--- src/rtl/coin_pkg.sv ---
// Shared definitions for the coin acceptor path: state encodings, timing defaults
// and coin counter width, common to coin_filter and the vending FSM.
package coin_pkg;

    typedef enum logic [3:0] {
        IDLE    = 4'b0001,
        PRESS   = 4'b0010,
        HOLD    = 4'b0100,
        RELEASE = 4'b1000
    } coin_state_e;

    // 20 ms debounce and 3 s jam time at 50 MHz
    localparam int unsigned CNT_MAX_DEF = 999_999;
    localparam int unsigned JAM_MAX_DEF = 149_999_999;

    localparam int unsigned COIN_CNT_W = 8;
    localparam logic [COIN_CNT_W-1:0] COIN_CNT_SAT = '1;

    // Bits needed to hold max_val without overflow (at least one bit).
    function automatic int unsigned cnt_width(input int unsigned max_val);
        return (max_val < 2) ? 1 : $clog2(max_val + 1);
    endfunction

endpackage

--- src/rtl/deb_cnt.sv ---
// Generic saturating debounce counter: synchronous clear, count enable and a
// terminal-count flag that is high while the count equals MAX.
module deb_cnt
    import coin_pkg::*;
#(
    parameter int unsigned MAX = 4
) (
    input  logic clk,
    input  logic rst_n,
    input  logic clear,
    input  logic enable,
    output logic tc
);

    localparam int unsigned W = cnt_width(MAX);
    localparam logic [W-1:0] MaxV = W'(MAX);

    logic [W-1:0] cnt_q, cnt_d;

    always_comb begin
        cnt_d = cnt_q;
        if (clear) begin
            cnt_d = '0;
        end else if (enable && (cnt_q != MaxV)) begin
            cnt_d = cnt_q + W'(1);
        end
    end

    always_ff @(posedge clk or negedge rst_n) begin
        if (!rst_n) begin
            cnt_q <= '0;
        end else begin
            cnt_q <= cnt_d;
        end
    end

    assign tc = (cnt_q == MaxV);

endmodule

--- src/rtl/coin_filter.sv ---
// Coin-slot sensor conditioner: synchronizes and debounces the active-low sensor,
// emits one po_money pulse per inserted coin, flags jams and counts coins.
module coin_filter
    import coin_pkg::*;
#(
    parameter int unsigned CNT_MAX = CNT_MAX_DEF,
    parameter int unsigned JAM_MAX = JAM_MAX_DEF
) (
    input  logic                  clk,
    input  logic                  rst_n,
    input  logic                  coin_in,
    output logic                  po_money,
    output logic                  po_jam,
    output logic [COIN_CNT_W-1:0] coin_cnt
);

    localparam int unsigned JW = cnt_width(JAM_MAX);
    localparam logic [JW-1:0] JamMaxV = JW'(JAM_MAX);

    logic        sync_q, coin_s;
    coin_state_e state_q, state_d;
    logic        deb_clear, deb_en, deb_tc;
    logic        accept_q, accept_d;
    logic        money_d;
    logic [JW-1:0] jam_q, jam_d;
    logic        po_money_q, po_jam_q, po_jam_d;
    logic [COIN_CNT_W-1:0] coin_cnt_q, coin_cnt_d;

    // Synchronizer resets to the idle (no coin) level
    always_ff @(posedge clk or negedge rst_n) begin
        if (!rst_n) begin
            sync_q <= 1'b1;
            coin_s <= 1'b1;
        end else begin
            sync_q <= coin_in;
            coin_s <= sync_q;
        end
    end

    deb_cnt #(
        .MAX    (CNT_MAX)
    ) u_deb_cnt (
        .clk    (clk),
        .rst_n  (rst_n),
        .clear  (deb_clear),
        .enable (deb_en),
        .tc     (deb_tc)
    );

    always_comb begin
        state_d   = state_q;
        deb_clear = 1'b0;
        deb_en    = 1'b0;
        accept_d  = 1'b0;
        jam_d     = jam_q;
        unique case (state_q)
            IDLE: begin
                deb_clear = 1'b1;
                jam_d     = '0;
                if (!coin_s) state_d = PRESS;
            end
            PRESS: begin
                if (coin_s) begin
                    state_d = IDLE;
                end else if (deb_tc) begin
                    state_d  = HOLD;
                    accept_d = 1'b1;
                end else begin
                    deb_en = 1'b1;
                end
            end
            HOLD: begin
                // Keeps the debounce counter at zero so RELEASE always starts fresh
                deb_clear = 1'b1;
                if (coin_s) begin
                    state_d = RELEASE;
                end else if (jam_q != JamMaxV) begin
                    jam_d = jam_q + JW'(1);
                end
            end
            RELEASE: begin
                if (!coin_s) begin
                    state_d = HOLD;
                end else if (deb_tc) begin
                    state_d = IDLE;
                    jam_d   = '0;
                end else begin
                    deb_en = 1'b1;
                end
            end
            default: begin
                state_d   = IDLE;
                deb_clear = 1'b1;
                jam_d     = '0;
            end
        endcase
    end

    // Acceptance is retimed one cycle; gating on HOLD keeps a corrupt state silent
    always_comb begin
        money_d    = accept_q && (state_q == HOLD);
        coin_cnt_d = coin_cnt_q;
        if (money_d && (coin_cnt_q != COIN_CNT_SAT)) begin
            coin_cnt_d = coin_cnt_q + COIN_CNT_W'(1);
        end
        if (state_d == IDLE) begin
            po_jam_d = 1'b0;
        end else if (jam_d == JamMaxV) begin
            po_jam_d = 1'b1;
        end else begin
            po_jam_d = po_jam_q;
        end
    end

    always_ff @(posedge clk or negedge rst_n) begin
        if (!rst_n) begin
            state_q    <= IDLE;
            accept_q   <= 1'b0;
            jam_q      <= '0;
            po_money_q <= 1'b0;
            po_jam_q   <= 1'b0;
            coin_cnt_q <= '0;
        end else begin
            state_q    <= state_d;
            accept_q   <= accept_d;
            jam_q      <= jam_d;
            po_money_q <= money_d;
            po_jam_q   <= po_jam_d;
            coin_cnt_q <= coin_cnt_d;
        end
    end

    assign po_money = po_money_q;
    assign po_jam   = po_jam_q;
    assign coin_cnt = coin_cnt_q;

endmodule

--- config.mk ---
export PLATFORM = sky130hd
export DESIGN_NAME = coin_filter
export DESIGN_NICKNAME = d
export VERILOG_FILES = /design/src/rtl/coin_pkg.sv /design/src/rtl/deb_cnt.sv /design/src/rtl/coin_filter.sv
export SDC_FILE = /design/constraint.sdc
export NUM_CORES = 1
export LEC_CHECK = 0
export CAP_MARGIN = 10
export CORE_AREA = 2 2 97 99
export DETAILED_ROUTE_END_ITERATION = 7
export DIE_AREA = 0 0 99 101
export GPL_ROUTABILITY_DRIVEN = 0
export HOLD_SLACK_MARGIN = 0.08
export SYNTH_ARGS = -nofsm -noshare
export SYNTH_HDL_FRONTEND = slang
export SYNTH_HIERARCHICAL = 1
export SYNTH_SLANG_ARGS = --single-unit
--- constraint.sdc ---
create_clock -name clk -period 3.46 [get_ports clk]
set_input_delay 1.038 -clock clk [delete_from_list [all_inputs] [get_ports clk]]
set_output_delay 1.038 -clock clk [all_outputs]
set_load 0.02 [all_outputs]
* Word level (Yosys, flattened, before mapping)
Cells that the tools add are included.
** Word-level totals
- Register bits after elaboration :: 65
- Bits of input ports :: 3
- Output and inout port bits :: 10
- Word-level logic and storage cells :: 51
** Operators by class
- Add/sub/neg operators :: 3
- Equality and inequality tests :: 11
- Muxes and demuxes :: 23
- Reductions and logical operators :: 5
** Operators by type and width (number)
- 2-to-1 mux 28 bit :: 4
- case mux 28 bit (3 select lines) :: 1
- 2-to-1 mux 20 bit :: 2
- adder 28 x 1 -> 28 bit (second input constant) :: 1
- equality test 28 bit (second input constant) :: 1
- inequality test 28 bit (second input constant) :: 1
- 2-to-1 mux 4 bit :: 6
- adder 20 x 1 -> 20 bit (second input constant) :: 1
- equality test 20 bit (second input constant) :: 1
- inequality test 20 bit (second input constant) :: 1
- case mux 4 bit (4 select lines) :: 1
- adder 8 x 1 -> 8 bit (second input constant) :: 1
- equality test 4 x 1 -> 1 bit (second input constant) :: 2
- 2-to-1 mux 1 bit :: 8
- inequality test 8 bit (second input constant) :: 1
- equality test 4 x 2 -> 1 bit (second input constant) :: 1
- equality test 4 x 3 -> 1 bit (second input constant) :: 1
- equality test 4 bit (second input constant) :: 1
- logical AND 1 bit :: 3
- inequality test 2 x 1 -> 1 bit (second input constant) :: 1
- case mux 1 bit (2 select lines) :: 1
- nonzero test 2 bit :: 1
- OR reduction 2 bit :: 1

* Logic depth before layout (Yosys ltp)
- Depth in word-level cells :: 7
- Depth in mapped cells :: 12

* Hierarchy
The synthesis kept the hierarchy.
** By module, submodules not included
- coin_filter :: instances 1, cells each 313, area an instance 2785.2 um^2, seq. area each 1129.8 um^2
- deb_cnt :: instances 1, cells each 114, area an instance 1149.9 um^2, seq. area each 500.5 um^2

* Worst setup path after synthesis
No wires, ideal clock.
- Path kind :: reg-to-reg
- From :: reg u_deb_cnt.cnt_q[15]
- To :: reg po_jam_q (netlist: po_jam)
- Setup time :: 0.077 ns
- Arrival time :: 2.578 ns
- Data required time :: 3.383 ns
- Setup slack :: 0.805 ns
- Stages on the path, launching flop included :: 12
- Buffers on the path :: 0
- Clock period less this slack :: 2.655 ns
- Cells stage by stage :: dfrtp_1 -> nor4_4 -> nand4_4 -> nor2_1 -> nand2_1 -> a21oi_1 -> nor2_1 -> o311ai_0 -> nand3_1 -> nor4bb_1 -> nand4_1 -> o21ai_1
** Between the ends
- Longest elaborated chain between the ends :: 6
- Elaborated cells on any way between the ends :: 13
- Those cells by class :: eq/ne: 3; mux: 9; reduce/logical: 1
** Ends and longest elaborated chain
- from (decl) :: RTL line deb_cnt.sv:18 : logic [W-1:0] cnt_q, cnt_d;
- from (signal assigned) :: RTL line deb_cnt.sv:33 : cnt_q <= cnt_d;
- equality test 20 bit * :: RTL line deb_cnt.sv:37 : assign tc = (cnt_q == MaxV);
- via deb_tc :: RTL line coin_filter.sv:22 : logic deb_clear, deb_en, deb_tc;
- 2-to-1 mux 28 bit, or another cell as far along :: RTL line coin_filter.sv:84 : end else if (deb_tc) begin
- 2-to-1 mux 28 bit, or another cell as far along :: RTL line coin_filter.sv:82 : if (!coin_s) begin
- case mux 28 bit (3 select lines) or case mux 4 bit (4 select lines) (tied branches) :: RTL line coin_filter.sv:56 : unique case (state_q)
- equality test 28 bit or equality test 4 x 1 -> 1 bit (tied branches) :: RTL line coin_filter.sv:108, coin_filter.sv:106
- nonzero test 2 bit (no line) or 2-to-1 mux 1 bit (tied branches)
- to (signal assigned) :: RTL line coin_filter.sv:128 : po_jam_q <= po_jam_d;
- to (decl) :: RTL line coin_filter.sv:26 : logic po_money_q, po_jam_q, po_jam_d;
The timed path passes the listed nets; every way through them passes the cells marked *.
A chain may end at the register's enable or synchronous reset.

* Worst setup path in the final report
- From :: reg jam_q[0]
- To :: reg po_jam_q (netlist: po_jam)
** Between the ends
- Longest elaborated chain between the ends :: 6
- Elaborated cells on any way between the ends :: 9
- Those cells by class :: add/sub: 1; eq/ne: 2; mux: 5; reduce/logical: 1
** Ends and longest elaborated chain
- from (decl) :: RTL line coin_filter.sv:25 : logic [JW-1:0] jam_q, jam_d;
- from (signal assigned) :: RTL line coin_filter.sv:126 : jam_q <= jam_d;
- adder 28 x 1 -> 28 bit or inequality test 28 bit (tied branches) :: RTL line coin_filter.sv:78, coin_filter.sv:77
- 2-to-1 mux 28 bit * :: RTL line coin_filter.sv:77 : end else if (jam_q != JamMaxV) begin
- 2-to-1 mux 28 bit * :: RTL line coin_filter.sv:75 : if (coin_s) begin
- case mux 28 bit (3 select lines) * :: RTL line coin_filter.sv:56
- via jam_d[6] :: RTL line coin_filter.sv:25
- equality test 28 bit * :: RTL line coin_filter.sv:108 : end else if (jam_d == JamMaxV) begin
- nonzero test 2 bit (no line) *
Marked as above.

==> results_tabular.tex <==
\begin{tabular}{lr}
\hline
Metric & Value \\
\hline
\multicolumn{2}{l}{\textbf{Power and ir drop}} \\
Power per unit of standard cell area & 352 nW/um\^{}2 \\
Largest vdd supply drop & 0.192 mV \\
Static power due to leakage & 0.00167 uW \\
\multicolumn{2}{l}{\textbf{Worst hold path}} \\
Hold Path Stages & 0 \\
Worst hold endpoint & coin\_s \\
Worst min-delay path category & register to register \\
Startpoint of the tightest hold check path & sync\_q \\
\multicolumn{2}{l}{\textbf{Detailed routing}} \\
Drt via density & 6.31 \\
Number of DRC violations after detailed-routing iteration 0 & 319 \\
Count of unresolved DRC violations after routing & 0 \\
Wire length reported by the detailed router & 9890 um \\
Post-detailed-route count of antenna-violating nets & 0 \\
Routed wire length per instance & 17.9 um \\
Via total after detailed routing & 3489 \\
Number of iterations in the first detailed-routing pass & 5 \\
\multicolumn{2}{l}{\textbf{Worst setup path}} \\
Capturing point of the worst reg2reg path & po\_jam \\
Critical Path End Type & register \\
Library cell appearing most often on the critical path & nand4\_1 \\
Count of cells along the worst register-to-register path & 9 \\
Reg2Reg Launch Point & jam\_q[0] \\
Cell chain of the critical path & ha\_1 -> nand4\_1 -> or4\_4 -> o21a\_4 -> a311oi\_4 -> o2111ai\_1 -> nor4\_2 -> nand4\_1 -> o21ai\_1 \\
Standard cell with the maximum stage delay on the critical path & or4\_4 \\
Flop-to-flop setup slack & 310 ps \\
WP data required & 3720 ps \\
Crit-path max cell delay & 620 ps \\
Category of the most critical setup path & register to register \\
Worst setup SP type & register \\
Worst endpoint data arrival time & 3420 ps \\
Biggest fanout along the worst timing path & 15 \\
\multicolumn{2}{l}{\textbf{Global routing}} \\
Sum of overflow across all layers after global routing & 0 \\
Antenna violations before repair & 0 \\
Maximum number of pins on one net before global-route repair & 35 \\
Vias in the first global route & 3244 \\
Combined global-route utilization of all metal layers & 0.207 \\
Wire length of the first global-routing pass & 16600 um \\
\multicolumn{2}{l}{\textbf{Synth}} \\
Number of enable-type register cells in the synthesized netlist & 0 \\
Net count of the mapped netlist & 433 \\
Average cell area after synthesis & 9.22 sq um \\
Dominant register cell in the synthesized netlist & dfrtp\_1 \\
Post-synthesis instance area & 3940 sq um \\
Count of state elements after synthesis & 65 \\
Syn Inst Count & 427 \\
Sequential area share after synthesis & 0.414 \\
Synthesis warning total & 6 \\
Asr flop ratio synth & 1.00 \\
Number of distinct library cell variants in the gate-level netlist after synthesis & 76 \\
\multicolumn{2}{l}{\textbf{Timing}} \\
Peak Freq & 317 MHz \\
Clock period minus final worst setup slack & 3150 ps \\
Finish-stage setup viols & 0 \\
Pin slew with the least headroom to its limit & 1130 ps \\
Number of endpoints with negative hold slack in the final report & 0 \\
Max-slew violation total from the final report & 0 \\
Final worst-path cycle share & 0.912 \\
Clock skew after layout & 14.2 ps \\
RSZ-0062 raised after global routing & no \\
Worst hold slack across all endpoints & 357 ps \\
Setup tns final & 0 ps \\
Max-slew headroom at the worst pin & 0.245 \\
\multicolumn{2}{l}{\textbf{Floorplan}} \\
Die footprint & 10000 sq um \\
Area of the core & 8980 sq um \\
Count of standard-cell rows & 35 \\
Die span in x & 99 um \\
Effective utilization at floorplan & 0.438 \\
Height of the die & 101 um \\
Ports & 13 \\
\multicolumn{2}{l}{\textbf{Finish}} \\
Final-stage net count & 443 \\
Most common cell after layout, fill and taps aside & dfrtp\_1 \\
Layout cells sized above 1 & 0.111 \\
Most frequent cells in the layout & dfrtp\_1 (62), nand2\_1 (41), nor2\_1 (34) \\
Number of inserted diodes & 0 \\
Area growth syn-to-layout & 10.8\% \\
\multicolumn{2}{l}{\textbf{CTS}} \\
Clock latency on the worst-skew pair & 350 ps \\
Clock Pin Slew Worst Setup and Hold Paths & 70 ps \\
Clock tree buffer depth & 2 \\
Clock tree from TritonCTS & yes \\
Post-CTS Repair Setup Buffers & 0 \\
Max H-tree Level & 3 \\
Clock root buffer & clkbuf\_8 \\
Clock buffer count from CTS & 9 \\
Sink Count & 65 \\
\multicolumn{2}{l}{\textbf{Flow run}} \\
Max capacitance violation total & 0 \\
\multicolumn{2}{l}{\textbf{Status}} \\
Status & finished clean \\
\multicolumn{2}{l}{\textbf{Placement}} \\
Detailed placer's ending HPWL & 7030 um \\
Port bufs & 12 \\
\hline
\end{tabular}
## layer usage
metal,global-route usage,share of wire
met1,0.299,0.47
met2,0.311,0.44
met3,0.0291,0.065
met4,0.0854,0.020
met5,0,0
## how the worst max path moves through the flow
stage,depth (start not counted),endpoint,slack [ps],startpoint
4_1_cts,11,po_jam,330,u_deb_cnt/cnt_q[12]
3_5_place_dp,11,po_jam,370,u_deb_cnt/cnt_q[12]
6_report,9,po_jam,310,jam_q[0]
3_3_place_gp,9,po_jam,510,jam_q[0]
2_1_floorplan,11,po_jam,810,u_deb_cnt/cnt_q[15]
5_1_grt,11,po_jam,60,u_deb_cnt/cnt_q[12]
## cell usage after synthesis, drive strengths merged (9+ instances only)
| cell | number | area (sq um) |
|---|---|---|
| nand2 | 42 | 165 |
| nand4 | 21 | 146 |
| nand3 | 30 | 150 |
| a21oi | 14 | 70.1 |
| nor2 | 34 | 128 |
| clkbuf | 17 | 73.8 |
| or4 | 9 | 71.3 |
| dfrtp | 62 | 1550 |
| o21ai | 26 | 141 |
| xnor2 | 10 | 87.6 |
| xor2 | 10 | 87.6 |
| nor3 | 10 | 50.1 |
## cell families after synthesis
family                   count (synthesis)  share of synthesized area
multiplexers                             6                     0.0159
AO/OA/AOI/OAI                           99                      0.180
adder cells (fa/ha/maj)                  3                    0.00954
AND/OR/NAND/NOR                        206                      0.302
XOR/XNOR                                20                     0.0445
buffers and inverters                   28                     0.0334
flip-flops                              65                      0.414
## critical path, delay by kind of cell, from the launching register on
kind	cells	cell delay, ps
compound gates	4	940
fa+ha+maj	1	330
simple gates	4	1270
flops	1	530
## metrics by stage
stage	total power (uW)	std cells	setup WS (ps)	cell area [sq um]	utilization
3_5_place_dp	900	537	369	4170	0.464
3_3_place_gp	900	537	510	4170	0.464
5_1_grt	1600	553	63.7	4360	0.486
4_1_cts	1550	553	328	4360	0.486
6_report	1540	553	306	4360	0.486
2_1_floorplan	856	427	805	3940	-
## report_power, final
part           switching (uW)  leakage [uW]  internal (uW)
Combinational            71.4      0.000674           29.7
Sequential               17.4      0.000897            768
Clock                     300     0.0000953            350
Total                     389       0.00167           1150
## layout make-up
| class | instances | area [sq um] |
|---|---|---|
| fillers | 832 | 4620 |
| multi-input cells | 334 | 2180 |
| repair buffers | 20 | 188 |
| flip-flops and latches | 65 | 1630 |
| clock buffers | 11 | 141 |
| well taps | 111 | 139 |
| inverters | 7 | 26.3 |
| clock inverters | 5 | 55.1 |
## timing repair
item	CTS	global route
hold buffers	0	0
resized for setup	0	1
setup endpoints to repair	0	1
## state kept, by name, indices dropped and copies added (netlist names)
| name | count |
|---|---|
| jam_q | 28 |
| coin_s | 1 |
| sync_q | 1 |
| accept_q | 1 |
| state_q | 4 |
| coin_cnt | 8 |
| po_jam | 1 |
| po_money | 1 |
| u_deb_cnt/cnt_q | 20 |
(Power assumes the default switching activity.)
